`config.mk`:
```
export PLATFORM = sky130hd
export DESIGN_NAME = ps2_scancode_decoder
export DESIGN_NICKNAME = d
export VERILOG_FILES = /design/src/rtl/ps2_scancode_decoder.sv
export SDC_FILE = /design/constraint.sdc
export NUM_CORES = 1
export LEC_CHECK = 0
export ABC_CLOCK_PERIOD_IN_PS = 3600
export CAP_MARGIN = 20
export CORE_UTILIZATION = 45
export DETAILED_ROUTE_END_ITERATION = 6
export SYNTH_ARGS = -nofsm -noshare
export SYNTH_HDL_FRONTEND = slang
export SYNTH_SLANG_ARGS = --single-unit
export TNS_END_PERCENT = 20
```
`constraint.sdc`:
```
create_clock -name CLOCK_50 -period 3.6 [get_ports CLOCK_50]
set_clock_uncertainty 0.05 [all_clocks]
set_input_delay 0.72 -clock CLOCK_50 [delete_from_list [all_inputs] [get_ports CLOCK_50]]
set_output_delay 0.72 -clock CLOCK_50 [all_outputs]
set_load 0.01 [all_outputs]
```
`src/rtl/ps2_scancode_decoder.sv`:
```
// rtl/ps2_scancode_decoder.sv - folds PS/2 Set-2 E0/F0 prefixes into key events and queues them in a FWFT FIFO
module ps2_scancode_decoder #(
  parameter int FIFO_DEPTH     = 8,
  parameter int TIMEOUT_CYCLES = 2500000,
  parameter bit FILTER_CTRL    = 1'b1
) (
  input  logic                          CLOCK_50,
  input  logic                          reset,
  input  logic [7:0]                    received_data,
  input  logic                          received_data_en,
  output logic [7:0]                    evt_code,
  output logic                          evt_ext,
  output logic                          evt_break,
  output logic                          evt_valid,
  input  logic                          evt_ready,
  output logic [$clog2(FIFO_DEPTH):0]   fifo_count,
  output logic                          overflow,
  input  logic                          clear_overflow,
  output logic [9:0]                    LEDR
);

  localparam int AW = $clog2(FIFO_DEPTH);
  localparam int CW = AW + 1;
  localparam int TW = $clog2(TIMEOUT_CYCLES + 1);
  localparam logic [TW-1:0] TMO_LAST = TW'(TIMEOUT_CYCLES - 1);
  localparam logic [CW-1:0] FULL_CNT = CW'(FIFO_DEPTH);

  typedef enum logic [1:0] {
    ST_IDLE  = 2'd0,
    ST_E0    = 2'd1,
    ST_F0    = 2'd2,
    ST_E0F0  = 2'd3
  } state_e;

  state_e          state_q, state_d, base_state;
  logic [TW-1:0]   tmo_q, tmo_d;
  logic [9:0]      evt_d;
  logic            emit;
  logic            is_e0, is_f0, is_ctrl;

  logic [9:0]      mem_q [FIFO_DEPTH];
  logic [AW-1:0]   wr_q, wr_d, rd_q, rd_d;
  logic [CW-1:0]   count_q, count_d;
  logic            ovf_q, ovf_d;
  logic [9:0]      led_q, led_d;
  logic            pop, full, push_ok, ovf_set;

  // Classify the incoming byte
  always_comb begin
    is_e0   = (received_data == 8'hE0);
    is_f0   = (received_data == 8'hF0);
    is_ctrl = (received_data == 8'hAA) || (received_data == 8'hFA) ||
              (received_data == 8'hFE) || (received_data == 8'hEE) ||
              (received_data == 8'h00) || (received_data == 8'hFF);
  end

  // Prefix-folding FSM next state, event formation and prefix timeout
  always_comb begin
    state_d    = state_q;
    tmo_d      = tmo_q;
    emit       = 1'b0;
    evt_d      = '0;
    base_state = state_q;
    if (received_data_en) begin
      tmo_d = '0;
      // A prefix byte after a break prefix abandons it and starts over from IDLE
      if ((state_q == ST_F0 || state_q == ST_E0F0) && (is_e0 || is_f0)) begin
        base_state = ST_IDLE;
      end
      case (base_state)
        ST_IDLE: begin
          state_d = ST_IDLE;
          if (is_e0) begin
            state_d = ST_E0;
          end else if (is_f0) begin
            state_d = ST_F0;
          end else if (!(FILTER_CTRL && is_ctrl)) begin
            emit  = 1'b1;
            evt_d = {2'b00, received_data};
          end
        end
        ST_E0: begin
          if (is_f0) begin
            state_d = ST_E0F0;
          end else if (!is_e0) begin
            emit    = 1'b1;
            evt_d   = {2'b01, received_data};
            state_d = ST_IDLE;
          end
        end
        ST_F0: begin
          emit    = 1'b1;
          evt_d   = {2'b10, received_data};
          state_d = ST_IDLE;
        end
        default: begin
          emit    = 1'b1;
          evt_d   = {2'b11, received_data};
          state_d = ST_IDLE;
        end
      endcase
    end else if (state_q == ST_IDLE) begin
      tmo_d = '0;
    end else if (tmo_q == TMO_LAST) begin
      state_d = ST_IDLE;
      tmo_d   = '0;
    end else begin
      tmo_d = tmo_q + 1'b1;
    end
  end

  // FIFO bookkeeping, sticky overflow and LED mirror next state
  always_comb begin
    pop     = evt_valid && evt_ready;
    full    = (count_q == FULL_CNT);
    push_ok = emit && (!full || pop);
    ovf_set = emit && full && !pop;
    wr_d    = push_ok ? wr_q + 1'b1 : wr_q;
    rd_d    = pop ? rd_q + 1'b1 : rd_q;
    count_d = count_q + CW'(push_ok) - CW'(pop);
    ovf_d   = ovf_q;
    if (ovf_set) begin
      ovf_d = 1'b1;
    end else if (clear_overflow) begin
      ovf_d = 1'b0;
    end
    led_d = emit ? evt_d : led_q;
  end

  // Control state registers
  always_ff @(posedge CLOCK_50) begin
    if (reset) begin
      state_q <= ST_IDLE;
      tmo_q   <= '0;
      wr_q    <= '0;
      rd_q    <= '0;
      count_q <= '0;
      ovf_q   <= 1'b0;
      led_q   <= '0;
    end else begin
      state_q <= state_d;
      tmo_q   <= tmo_d;
      wr_q    <= wr_d;
      rd_q    <= rd_d;
      count_q <= count_d;
      ovf_q   <= ovf_d;
      led_q   <= led_d;
    end
  end

  // Event storage; contents are only observed through the occupancy-gated head
  always_ff @(posedge CLOCK_50) begin
    if (!reset && push_ok) begin
      mem_q[wr_q] <= evt_d;
    end
  end

  // First-word-fall-through head, forced to zero when the queue is empty
  always_comb begin
    evt_valid = (count_q != '0);
    {evt_break, evt_ext, evt_code} = evt_valid ? mem_q[rd_q] : 10'd0;
    fifo_count = count_q;
    overflow   = ovf_q;
    LEDR       = led_q;
  end

endmodule

```
Word-level counts from Yosys, hierarchy flattened

Memory sizes are Yosys's and may differ from the RTL's. A register that Yosys moved wholly into a read port is not among the register bits.
Cells that the tools add are included.
Widths: inputs -> output; s select.

Flip-flop bits (word level): 45
Bits in writable memories: 80
Input bits: 13
Output and inout bits: 26
Word-level logic and storage cells: 84
Memories: 1

Memory list:

| name  | words | bits a word | read ports | clocked after Yosys merged registers in | wr ports | RTL line | text |
|---|---|---|---|---|---|---|---|
| mem_q | 8     | 10          | 1          | 1                                       | 1        | 41       | `logic [9:0] mem_q [FIFO_DEPTH];` |

$add $sub $neg: 5
Equality and inequality tests: 15
Mux-type cells: 31
Reductions and logical operators: 25

Operators by type and width:

| cell                  | count |
|---|---|
| $eq 8x8->1 const B    | 7 |
| $pmux 10 s3           | 1 |
| $mux 8                | 3 |
| $add 22x1->22 const B | 1 |
| $eq 22x22->1 const B  | 1 |
| $mux 10               | 2 |
| $mux 2                | 9 |
| $mux 9                | 2 |
| $mux 1                | 10 |
| $logic_not 8->1       | 1 |
| $logic_or 1x1->1      | 8 |
| $add 3x1->3 const B   | 2 |
| $eq 2x2->1 const B    | 3 |
| $logic_and 1x1->1     | 6 |
| $mux 3                | 2 |
| $add 4x1->4           | 1 |
| $eq 4x4->1 const B    | 1 |
| $logic_not 2->1       | 2 |
| $ne 4x4->1 const B    | 1 |
| $pmux 2 s2            | 1 |
| $reduce_bool 2->1     | 2 |
| $reduce_bool 4->1     | 1 |
| $reduce_or 4->1       | 1 |
| $sub 4x1->4           | 1 |
| other kinds (5)       | 7 |

Logic depth before layout (Yosys ltp)

Gate-level depths: netlist of the first run.

Depth in word-level cells: 15
Mapped depth: 11
Gate-level depth less buffers: 11

Worst setup path before layout of the first run

OpenSTA, ideal clock, no wires.

Path kind: input port to flip-flop
From: input port received_data[7]
To: memory mem_q[0][0] (enable)
Setup time: 407 ps
Arrival: 2,609 ps
Required time: 3,143 ps
Setup slack: 534 ps
Cell stages on the path: 5
Path buffers: 0
Path through: nand3_1 a211oi_1 o31ai_1 nand2_1 nor4b_1

Cells in the longest elaborated chain, start to end: 15
Elaborated cells between the ends (all ways): 30
Classes of those cells: eq/ne (8); mux (11); reduce/logical (11)

RTL lines:

| element                          | RTL line | text |
|---|---|---|
| start: declaration               | 9        | `input logic [7:0] received_data,` |
| $eq 8x8->1                       | 52       | `is_ctrl = (received_data == 8'hAA) \|\| (received_data == 8'hFA) \|\|` |
| $logic_or 1x1->1 (2 in series)   | 52       |  |
| $logic_or 1x1->1 (2 in series)   | 53       | `(received_data == 8'hFE) \|\| (received_data == 8'hEE) \|\|` |
| $logic_or 1x1->1                 | 54       | `(received_data == 8'h00) \|\| (received_data == 8'hFF);` |
| $mux 1                           | 77       | `end else if (!(FILTER_CTRL && is_ctrl)) begin` |
| $mux 1                           | 75       | `end else if (is_f0) begin` |
| $mux 1                           | 73       | `if (is_e0) begin` |
| $pmux 1 s2 (*)                   | 70       | `case (base_state)` |
| $mux 1 (*)                       | 64       | `if (received_data_en) begin` |
| $logic_and 1x1->1 (*)            | 116      | `push_ok = emit && (!full \|\| pop);` |
| $logic_and 1x1->1 (*)            | 153      | `if (!reset && push_ok) begin` |
| $mux 1 (*)                       | 153      |  |
| $mux 1 (not written as such) (*) | 154      | `mem_q[wr_q] <= evt_d;` |
| end: declaration                 | 41       |  |

Mark *: on every way between the ends. The rest lies on a longest branch, timed or not. The select of a mux whose other input is x is not followed.

Final worst setup path of the first run

From: register count_q[2], in the netlist fifo_count[2]
To: output port evt_code[4]

Cells in the longest elaborated chain, start to end: 2

RTL lines:

| element                  | RTL line | text |
|---|---|---|
| start: declaration       | 43       | `logic [CW-1:0] count_q, count_d;` |
| start signal: assignment | 145      | `count_q <= count_d;` |
| $reduce_bool 4->1        | 160      | `evt_valid = (count_q != '0);` |
| $mux 10                  | 161      | `{evt_break, evt_ext, evt_code} = evt_valid ? mem_q[rd_q] : 10'd0;` |
| end: declaration         | 11       | `output logic [7:0] evt_code,` |

No other way between the ends.

==> flow_summary.yaml, run 1 <==
worst_setup_path:
  ff2ff_setup_slack_ps: 590
  required_ps: 2830
  max_stage_delay_ps: 820
  crit_chain: "inv_1 -> ha_1 -> nor3b_2 -> nor2_1 -> clkdlybuf4s50_1"
  critPathLaunchType: "flip-flop"
  worst-path-buf-inv: 2
  critPathMaxFanout: 12
  arrival_ps: 2480
  endpoint_kind: "output pin"
  criticalPathCategory: "flip-flop to output pin"
  cp_slowest_cell: "nor3b_2"
  cp_top_family: "simple AND/OR/NAND/NOR gates"
floorplanning:
  initial_core_util: 0.464
  die_area_um2: 12300
  die_w_um: 111
  top_level_ports: 39
  core-area_um2: 11500
  fp.dieH_um: 111
  rows: 39
synth:
  synth_top_family_by_area: "simple AND/OR/NAND/NOR gates"
  syn_area_um2: 5340
  synthesis.instances: 391
  syn_nets: 413
  synthXorXnorAreaFrac: 0.0393
  synth_compound_area_frac: 0.0396
  synth_adder_area_share: 0.0225
  ys_seq_elements: 128
  synthMuxAreaShare: 0.112
  synthFlopType: "edfxtp_1"
  ys_types: 51
  yosysWarnings: 0
  avgSynthCellArea_um2: 13.7
  synth_edf_count: 80
  ys_seq_area_frac: 0.629
  synth-async-reset-ratio: 0
  synth_simple_gate_area_share: 0.134
clocking:
  numCtsBuffers: 17
  cts_max_level: 4
  clockBufferDepth: 2
  cts_tree: "yes"
  cts_resized: 0
  clkTransAtPathRegs_ps: 50
  clk_latency_ps: 410
  root_buffer: "clkbuf_16"
  cts_sinks: 128
  hold_buffers: 0
  cts_setup_buffers: 0
placed_design:
  portBuffers: 38
  finalWeightedCongestion: 0.780
  place_hpwl_um: 6780
  dp_slack_ps: 12.2
drt:
  first_pass_iters: 6
  drtAntennaViolNets: 0
  viasPerCell: 5.31
  num_vias: 3225
  topRoutingLayerUsed: "met4"
  wl_per_cell_um: 17.2
  met2_wirelength_um: 4940
  met3WireLength_um: 382
  met1Wirelength_um: 4990
  first_iter_violations: 142
  wirelength_um: 10400
  drcViolationCount: 2
final_layout:
  nets: 473
  multiInputGateArea_um2: 1880
  n_fill_cell: 956
  area_delta_synth_final_pct: 22.5
  register_area_um2: 3360
  mostFrequentLayoutCells: "80 x edfxtp_1, 63 x nor2_1, 48 x dfxtp_1, 38 x clkdlybuf4s50_1, 20 x mux4_2"
  drive_gt1_frac: 0.181
  post-route-util: 0.569
  layout_commonest_cell: "edfxtp_1"
  diodes: 0
global_routing:
  grt_pass1_vias: 3338
  antenna_found_initial: 0
  grt_pass1_wl_um: 17300
  grtUsageTotal: 0.188
  grt_start_max_net_pins: 23
  overflow: 0
power:
  total_power_mw: 4.29
  ir_drop_uv: 385
  leakage_nw: 2.24
  p_per_area_nw_per_um2: 655
sta:
  final_max_slew_viol_count: 0
  hold_viol: 0
  fmax_mhz: 307
  setup_ws_ps: 346
  setup_viol: 0
  tightest_slew_ps: 1050
  finalSetupTns_ps: 0
  min_period_ps: 3250
  post-route-period-util: 0.904
  rsz0062_at_grt: "false"
  slew_headroom: 0.296
worst_hold_path:
  hp-class: "flip-flop to flip-flop"
run_status:
  failed_checks: "design-rule violations"
  outcome: "finished with violations"
run:
  max-cap-violations: 0
## logic make-up (layout without fill, tap and decap cells)
logic type,count (synthesis),count (layout)
AOI/OAI and AO/OA,29,29
muxes,35,35
DFF,128,128
xor gates and xnor gates,24,24
and+or+nand+nor,142,142
adders and majority gates,9,9
buffers and inverters,24,97
## cell usage after synthesis (5+ instances only)
master    count  share of area
mux2i_1      15          0.028
dfxtp_1      48           0.18
ha_1          8          0.019
edfxtp_1     80           0.45
nand4_1       7         0.0082
and3_1        6         0.0070
mux4_2       20          0.084
nand3_1      18          0.017
nor2_1       63          0.044
xor2_1       16          0.026
and2_1        8         0.0094
a21oi_1       5         0.0047
nand2_1      11         0.0077
nor3_1        6         0.0056
inv_1        11         0.0077
xnor2_1       8          0.013
## report_power, final
| group | total [mW] | internal, mW | switching, mW |
|---|---|---|---|
| logic | 0.924 | 0.490 | 0.434 |
| clock network | 1.70 | 1.10 | 0.600 |
| registers | 1.67 | 1.63 | 0.0428 |
| total | 4.29 | 3.21 | 1.08 |
## state kept, by name, summed over array words and instances (netlist names), named ones only
| register | cells |
|---|---|
| mem_q | 80 |
| tmo_q | 22 |
| LEDR | 10 |
| fifo_count | 4 |
| rd_q | 3 |
| wr_q | 3 |
| state_q | 2 |
| overflow | 1 |
## per-layer routing
layer  vias up  global-route usage
met1      1584               0.249
met5         -                   0
met4         0              0.0740
met3        13              0.0508
li1       1567                   -
met2        61               0.296
## per-stage QoR
| stage | instance area (µm²) | instances | hold WS, ps |
|---|---|---|---|
| after floorplan | 5340 | 391 | 367 |
| after global placement | 5960 | 575 | 375 |
| after detailed placement | 5960 | 575 | 386 |
| after CTS | 6550 | 607 | 398 |
| after global routing | 6550 | 607 | 421 |
| final | 6550 | 607 | 394 |
## worst paths after layout
check                 from       endpoint  cells after the start
min reg2reg       tmo_q[0]       tmo_q[0]                      1
max          fifo_count[2]    evt_code[4]                      5
max reg2reg  fifo_count[2]  fifo_count[2]                     10
min               tmo_q[0]       tmo_q[0]                      1
## area by class of cell
| cell class | count | share of cell area |
|---|---|---|
| Sequential cell | 128 | 0.514 |
| Multi-Input combinational cell | 239 | 0.286 |
| Timing Repair Buffer | 54 | 0.0764 |
| Clock buffer | 20 | 0.0682 |
| Tap cell | 143 | 0.0273 |
| Clock inverter | 12 | 0.0218 |
| Inverter | 11 | 0.00630 |
(Power assumes the default switching activity.)
==> run 2: changes to the inputs <==
Settings changed: ABC_CLOCK_PERIOD_IN_PS 3600 to not set, RECOVER_POWER set to 100, REMOVE_ABC_BUFFERS set to 1.
==> run 2 against run 1 <==
  * The flow still finishes with violations (design-rule violations)
  * Cell area is 0.50% lower
  * Count of clock-buffer cells in the layout is 2 lower
  * Die area stayed put
  * Critical path depth stayed put
  * Setup slack worse by 140 ps
  * Wire length is 1.3% lower
  * Non-clock buffer count is 1 higher
  * Utilization is 0.28 points lower
  * Via count is 0.47% lower
  * Flip-flop and latch count stayed put
  * Maximum frequency is 4.2% lower
  * Global-route usage is 0.29 points lower
==> flow_summary.yaml, run 2 (synthesis gave the netlist of run 1 again) <==
worst_setup_path:
  max_stage_delay_ps: 850
  crit_chain: "inv_1 -> ha_1 -> nor3b_2 -> nor2_1 -> dlygate4sd3_1"
  cp_top_family: "simple AND/OR/NAND/NOR gates"
  critPathMaxFanout: 12
  timing.rr.end: "fifo_count[2]"
  arrival_ps: 2630
  criticalPathCategory: "flip-flop to output pin"
  r2r_cells: 10
  rr_startpoint: "fifo_count[2]"
  ff2ff_setup_slack_ps: 560
  worst-path-buf-inv: 2
  cp_slowest_cell: "nor3b_2"
  endpoint_kind: "output pin"
  critPathLaunchType: "flip-flop"
  required_ps: 2830
floorplanning:
  die_w_um: 111
  initial_core_util: 0.464
  fp.dieH_um: 111
  core-area_um2: 11500
  die_area_um2: 12300
  rows: 39
  top_level_ports: 39
sta:
  post-route-period-util: 0.943
  hold_viol: 0
  tightest_slew_ps: 1060
  setup_viol: 0
  fmax_mhz: 294
  slew_headroom: 0.290
  rsz0062_at_grt: "false"
  final_max_slew_viol_count: 0
  min_period_ps: 3400
final_layout:
  mostFrequentLayoutCells: "80 x edfxtp_1, 63 x nor2_1, 48 x dfxtp_1, 24 x dlygate4sd3_1, 20 x mux4_2"
  final_area_um2: 6520
  nets: 474
  regMostFlops: "mem_q"
  post-route-util: 0.566
  register_area_um2: 3360
  multiInputGateArea_um2: 1830
  n_fill_cell: 972
  drive_gt1_frac: 0.157
  diodes: 0
  area_delta_synth_final_pct: 21.9
  layout_commonest_cell: "edfxtp_1"
  largest_reg_flops: 80
clocking:
  hold_buffers: 0
  clockBufferDepth: 2
  numCtsBuffers: 17
  cts_resized: 0
  cts_max_level: 4
  cts_sinks: 128
  root_buffer: "clkbuf_16"
  clkTransAtPathRegs_ps: 60
  cts_setup_buffers: 0
  cts_tree: "yes"
  clk_latency_ps: 410
drt:
  viasPerCell: 5.28
  wirelength_um: 10300
  drtAntennaViolNets: 0
  first_iter_violations: 202
  first_pass_iters: 7
  num_vias: 3210
  wl_per_cell_um: 16.9
  drcViolationCount: 2
placed_design:
  place_hpwl_um: 6830
  portBuffers: 38
  place_area_um2: 5970
  finalWeightedCongestion: 0.794
power:
  leakage_nw: 2.25
  ir_drop_uv: 356
  p_per_area_nw_per_um2: 664
  total_power_mw: 4.33
global_routing:
  overflow: 0
  grtUsageTotal: 0.185
  antenna_found_initial: 0
  grt_start_max_net_pins: 23
  grt_pass1_vias: 3260
  grt_pass1_wl_um: 17100
run:
  max-cap-violations: 0
worst_hold_path:
  min_to: "tmo_q[0]"
  min-delay-start: "tmo_q[0]"
  hp-class: "flip-flop to flip-flop"
  worstHoldPathCells: 1
run_status:
  outcome: "finished with violations"
  failed_checks: "design-rule violations"
run 2: cell types whose count changed in the layout (fill, tap and decap cells not counted), sizes merged:
cell           delta
clkdlybuf4s50    -24
clkbuf            +7
clkinv            +1
bufinv            +1
dlygate4sd3      +24
buf               -8
run 2: metrics by stage:
step | hold WS [ps] | setup WS [ps] | std cells | TNS [ps]
after floorplan | 368 | -143 | 378 | -1650
after global routing | 448 | 82.6 | 608 | 0
after CTS | 407 | 230 | 608 | 0
after global placement | 375 | 128 | 576 | 0
after detailed placement | 391 | 55.3 | 576 | 0
final | 402 | 204 | 608 | 0
run 2: how the worst max path moves through the flow:
| stage | startpoint | to | slack (ps) | cells after the start |
|---|---|---|---|---|
| 2_1_floorplan | received_data[7] | mem_q[0][0] | -140 | 5 |
| 3_3_place_gp | received_data[6] | mem_q[6][0] | 130 | 6 |
| 3_5_place_dp | received_data[6] | mem_q[6][0] | 60 | 6 |
| 4_1_cts | fifo_count[2] | evt_break | 230 | 5 |
| 5_1_grt | fifo_count[2] | evt_code[6] | 80 | 5 |
| 6_report | fifo_count[2] | evt_code[1] | 200 | 5 |
run 2: where the power goes:
| part | internal, mW | switching [mW] | leakage (nW) |
|---|---|---|---|
| clock network | 1.16 | 0.614 | 0.294 |
| logic | 0.453 | 0.435 | 0.828 |
| registers | 1.63 | 0.0411 | 1.12 |
run 2: routing by layer:
metal / global-route usage / up-vias / wire length, µm
met5: 0 / - / 0
met4: 0.0685 / 0 / 47
met3: 0.0476 / 2 / 631
met2: 0.288 / 74 / 4850
met1: 0.252 / 1558 / 4780
li1: - / 1576 / -
run 2: final cells by class:
class | count | area share
Multi-Input combinational cell | 239 | 0.281
Clock inverter | 14 | 0.0294
Inverter | 11 | 0.00634
Tap cell | 143 | 0.0275
Timing Repair Buffer | 55 | 0.0741
Sequential cell | 128 | 0.516
Clock buffer | 18 | 0.0659
